<file path="src/rtl/fini_pkg.sv">
// Shared definitions for the AND-result checker: FSM states and default sizing.
package fini_pkg;

  localparam int FINI_WIDTH  = 5;
  localparam int FINI_CNT_W  = 8;
  localparam int FINI_THRESH = 3;

  typedef enum logic {
    ST_RUN    = 1'b0,
    ST_LOCKED = 1'b1
  } fini_state_e;

endpackage

</file>
<file path="src/rtl/fini_and_ref.sv">
// Combinational reference AND: recomputes a & b and compares it with the claimed result c.
module fini_and_ref #(
  parameter int WIDTH = fini_pkg::FINI_WIDTH
) (
  input  logic [WIDTH-1:0] a,
  input  logic [WIDTH-1:0] b,
  input  logic [WIDTH-1:0] c,
  output logic [WIDTH-1:0] syndrome,
  output logic             fault
);

  logic [WIDTH-1:0] w_ref;

  assign w_ref    = a & b;
  assign syndrome = c ^ w_ref;
  assign fault    = |syndrome;

endmodule

</file>
<file path="src/rtl/fini_and_check.sv">
// Checker for a protected AND datapath: registers a verdict per accepted triple,
// counts faulty verdicts and locks the input side once the count reaches THRESH.
//
//   state     | meaning
//   ----------+-------------------------------------------------------------
//   ST_RUN    | triples accepted whenever the output register can take one
//   ST_LOCKED | fault threshold reached; inputs refused until clear
module fini_and_check
  import fini_pkg::*;
#(
  parameter int WIDTH  = FINI_WIDTH,
  parameter int CNT_W  = FINI_CNT_W,
  parameter int THRESH = FINI_THRESH
) (
  input  logic             clk,
  input  logic             rst_n,
  input  logic             in_valid,
  output logic             in_ready,
  input  logic [WIDTH-1:0] port_a,
  input  logic [WIDTH-1:0] port_b,
  input  logic [WIDTH-1:0] port_c,
  output logic             out_valid,
  input  logic             out_ready,
  output logic             fault,
  output logic [WIDTH-1:0] syndrome,
  output logic [CNT_W-1:0] fault_cnt,
  output logic             locked,
  input  logic             clear
);

  localparam logic [CNT_W-1:0] CNT_MAX  = '1;
  localparam logic [CNT_W-1:0] THRESH_C = CNT_W'(THRESH);

  fini_state_e      r_state;
  fini_state_e      w_state_nxt;
  logic             r_out_valid;
  logic             r_fault;
  logic [WIDTH-1:0] r_syndrome;
  logic [CNT_W-1:0] r_fault_cnt;
  logic [CNT_W-1:0] w_cnt_nxt;

  logic [WIDTH-1:0] w_syndrome;
  logic             w_fault;
  logic             w_locked;
  logic             w_in_ready;
  logic             w_xfer;
  logic             w_pop;
  logic             w_cnt_inc;

  fini_and_ref #(
    .WIDTH (WIDTH)
  ) u_and_ref (
    .a        (port_a),
    .b        (port_b),
    .c        (port_c),
    .syndrome (w_syndrome),
    .fault    (w_fault)
  );

  assign w_locked   = (r_state == ST_LOCKED);
  assign w_in_ready = (!r_out_valid || out_ready) && !w_locked;
  assign w_xfer     = in_valid && w_in_ready;
  assign w_pop      = r_out_valid && out_ready;

  // clear takes priority over a simultaneous faulty transfer
  assign w_cnt_inc  = w_xfer && w_fault && !clear && (r_fault_cnt != CNT_MAX);

  always_comb begin
    w_cnt_nxt = r_fault_cnt;
    if (clear) begin
      w_cnt_nxt = '0;
    end else if (w_cnt_inc) begin
      w_cnt_nxt = r_fault_cnt + CNT_W'(1);
    end
  end

  always_comb begin
    w_state_nxt = r_state;
    case (r_state)
      ST_RUN: begin
        if (!clear && w_xfer && w_fault && (w_cnt_nxt >= THRESH_C)) begin
          w_state_nxt = ST_LOCKED;
        end
      end
      ST_LOCKED: begin
        if (clear) begin
          w_state_nxt = ST_RUN;
        end
      end
      default: w_state_nxt = ST_RUN;
    endcase
  end

  always_ff @(posedge clk or negedge rst_n) begin
    if (!rst_n) begin
      r_state     <= ST_RUN;
      r_fault_cnt <= '0;
    end else begin
      r_state     <= w_state_nxt;
      r_fault_cnt <= w_cnt_nxt;
    end
  end

  // Single-entry verdict register; a pop and a new transfer may share one edge
  always_ff @(posedge clk or negedge rst_n) begin
    if (!rst_n) begin
      r_out_valid <= 1'b0;
      r_fault     <= 1'b0;
      r_syndrome  <= '0;
    end else if (w_xfer) begin
      r_out_valid <= 1'b1;
      r_fault     <= w_fault;
      r_syndrome  <= w_syndrome;
    end else if (w_pop) begin
      r_out_valid <= 1'b0;
    end
  end

  assign in_ready  = w_in_ready;
  assign out_valid = r_out_valid;
  assign fault     = r_fault;
  assign syndrome  = r_syndrome;
  assign fault_cnt = r_fault_cnt;
  assign locked    = w_locked;

endmodule

</file>
<file path="config.mk">
export PLATFORM = sky130hd
export DESIGN_NAME = fini_and_check
export DESIGN_NICKNAME = d
export VERILOG_FILES = /design/src/rtl/fini_pkg.sv /design/src/rtl/fini_and_ref.sv /design/src/rtl/fini_and_check.sv
export SDC_FILE = /design/constraint.sdc
export NUM_CORES = 1
export LEC_CHECK = 0
export ABC_AREA = 1
export CELL_PAD_IN_SITES_DETAIL_PLACEMENT = 0
export CELL_PAD_IN_SITES_GLOBAL_PLACEMENT = 2
export CORE_MARGIN = 2
export CORE_UTILIZATION = 25
export DETAILED_ROUTE_END_ITERATION = 16
export PLACE_DENSITY = 0.88
export SLEW_MARGIN = 20
export SYNTH_ARGS = -nofsm -noshare
export SYNTH_HDL_FRONTEND = slang
export SYNTH_SLANG_ARGS = --single-unit
</file>
<file path="constraint.sdc">
create_clock -name clk -period 3.1 [get_ports clk]
set_input_delay 0.62 -clock clk [delete_from_list [all_inputs] [get_ports clk]]
set_output_delay 0.62 -clock clk [all_outputs]
set_load 0.05 [all_outputs]
</file>
==> results.json <==
{
  "synth.most_common_cell": "nand2_1",
  "detail-route-antenna-nets": 0,
  "drc_errors": 0,
  "post-place-ws_ps": 630,
  "p_switching_mw": 0.197,
  "htreeDepth": 1,
  "crit_path_max_fanout": 6,
  "hp-start": "syndrome[4]",
  "comb_power_share": 0.310,
  "syn_area_um2": 1070,
  "synth_top_family_by_area": "simple AND/OR/NAND/NOR gates",
  "timing.slew.headroom": 0.516,
  "die_x_um": 69.5,
  "synth_warnings": 0,
  "finalCritPeriodShare": 0.706,
  "grt_max_degree": 17,
  "cp.buffers_inverters": 1,
  "setup_viol": 0,
  "min_period_ps": 2190,
  "clock_path_buffers": 2,
  "io_buffers": 36,
  "synth-xor-area-share": 0.0245,
  "cts_buffers": 3,
  "synth_commonest_cells": "nand2_1, inv_1, dfrtp_1",
  "syn2layout_area_growth_pct": 43.9,
  "rrSetupSlack_ps": 1270,
  "use_met2": 0.185,
  "antenna-diode-count": 0,
  "path_clk_slew_ps": 60,
  "synth_simple_gate_area_share": 0.475,
  "p_per_area_nw_per_um2": 392,
  "cts-resized-gates": 0,
  "fmax_ghz": 0.457,
  "worstPathCellList": "clkdlybuf4s50_1",
  "track_usage": 0.114,
  "synth_nets": 178,
  "ys_top_cells_by_area": "dfrtp_1, nand2_1, inv_1",
  "dp_hpwl_um": 2080,
  "routed_wl_um": 2540,
  "synth_seq_area_share": 0.373,
  "min_path_type": "register to register",
  "crit_path_max_incr_delay_ps": 850,
  "clk_latency_ps": 250,
  "routedWlPerCell_um": 10.3,
  "critPathRequiredTime_ps": 2480,
  "rr_worst_depth": 13,
  "ctsHoldBuffers": 0,
  "min_delay_worst_endpoint": "syndrome[4]",
  "p_leak_nw": 0.861,
  "antenna_found_initial": 0,
  "post_cts_buffers": 0,
  "cts_root_buf": "clkbuf_8",
  "worst_slack_ps": 911,
  "grt_use_met1": 0.144,
  "peakVddDrop_v": 0.000138,
  "cp.arrival_ps": 1570,
  "nets": 218,
  "reg2reg_to": "locked",
  "critPathTopFamily": "buffers and inverters",
  "start_util": 0.264,
  "detail_route.first_pass.iterations": 4,
  "hold_violations": 0,
  "sw_frac_of_total": 0.326,
  "synth_top_cell_by_area": "dfrtp_1",
  "synth_cell_types": 20,
  "clock_skew_ps": 5.15,
  "std_cell_rows": 23,
  "worstSetupPathType": "register to primary output",
  "syn_inst": 157,
  "p_int_mw": 0.407,
  "rsz0062_at_grt": "no",
  "seq_power_share": 0.391,
  "synth-seq-cells": 16,
  "slew_viol_final": 0,
  "crit_slowest_cell": "clkdlybuf4s50_1",
  "synth_top_cell_area_share": 0.373,
  "final_layout_size_suffix_gt1_frac": 0.0918,
  "synth_area_per_cell_um2": 6.83,
  "core_um2": 4060,
  "dieArea_um2": 4830,
  "cts_tree": "built",
  "cts.sinks": 16,
  "synthAdderAreaFrac": 0.0117,
  "drv_cap": 0,
  "end_kind": "primary output",
  "timing.rr.start": "fault_cnt[0]",
  "grt_pass1_vias": 1075,
  "async_flop_share": 1.00,
  "drtIter0Drc": 48,
  "status": "finished, final reports clean",
  "hold_depth": 2,
  "synth-compound-area-share": 0.00933,
  "ys.flop_type": "dfrtp_1",
  "top_usage_layer": "met2",
  "synth-edff-count": 0,
  "clkPwrFrac": 0.298,
  "grt_overflow": 0,
  "power_mw": 0.605,
  "synth_mux_area_frac": 0,
  "die_h_um": 69.5,
  "vias": 1047,
  "routabilityCongestion": 0.784,
  "cp-start-kind": "register",
  "pin_count": 37,
  "viasPerCell": 4.26,
  "finalSetupTns_ps": 0,
  "use_met3": 0.0233,
  "worst_pin_slew_ps": 724,
  "grt_pass1_wl_um": 4570
}
-- worst max-delay path by stage --
stage	startpoint	to	slack, ps	depth (start not counted)
6_report	fault_cnt[6]	fault_cnt[6]	910	1
5_1_grt	port_b[4]	locked	690	14
4_1_cts	port_a[4]	locked	890	14
3_5_place_dp	port_a[4]	locked	630	14
3_3_place_gp	port_a[4]	locked	680	14
2_1_floorplan	out_valid	locked	1040	14
-- cell families after synthesis --
| logic type | count (synthesis) |
|---|---|
| xor gates and xnor gates | 3 |
| adders and majority gates | 1 |
| buffers and inverters | 30 |
| DFF | 16 |
| AOI/OAI and AO/OA | 2 |
| and+or+nand+nor | 105 |
-- through the flow --
step / instance area (µm²) / util / hold slack [ps] / instances
floorplan: 1070 / - / 324 / 157
global placement: 1490 / 0.367 / 476 / 242
detailed placement: 1490 / 0.367 / 472 / 242
CTS: 1540 / 0.380 / 492 / 246
global route: 1540 / 0.380 / 504 / 246
finish: 1540 / 0.380 / 484 / 246
-- state kept, by name, summed over array words and instances (netlist names) --
register,cells
out_valid,1
locked,1
syndrome,5
fault,1
fault_cnt,8
-- layer usage --
layer,wire length [µm],vias to the layer above
met5,0,-
met4,32,0
met3,112,4
met2,1200,22
met1,1190,460
li1,-,561
-- area by class of cell --
type                       count  area, µm²
sequential                    16        400
fill                         423       2510
tap                           50       62.6
multi-input combinational    111        558
inverter                      29        109
timing repair buffer          36        358
clock buffer                   4       55.1
-- power by group through the flow --
stage / Sequential [mW] / Combinational [mW] / Clock (mW)
after floorplan: 0.298 / 0.0523 / 0
after global placement: 0.241 / 0.187 / 0
after detailed placement: 0.240 / 0.189 / 0
after CTS: 0.237 / 0.190 / 0.187
after global routing: 0.239 / 0.202 / 0.195
final: 0.237 / 0.188 / 0.180
-- cells in the final DEF, fill, tap and decap left out --
cell type and n:
xnor2_1 1, nand3b_1 3, nand2_2 1, xor2_1 2, o21ai_0 2, clkdlybuf4s50_1 35, nand2_1 73, inv_2 5
ha_1 1, nor2_8 1, nand3_2 2, buf_4 1, nand4_1 9, nor2_4 1, nand2_4 1, nor2_1 6
nand3_1 6, dfrtp_1 16, inv_1 23, nand3_4 2, clkbuf_8 4, clkinv_1 1
Note: power is estimated with default switching activity, not from simulation.
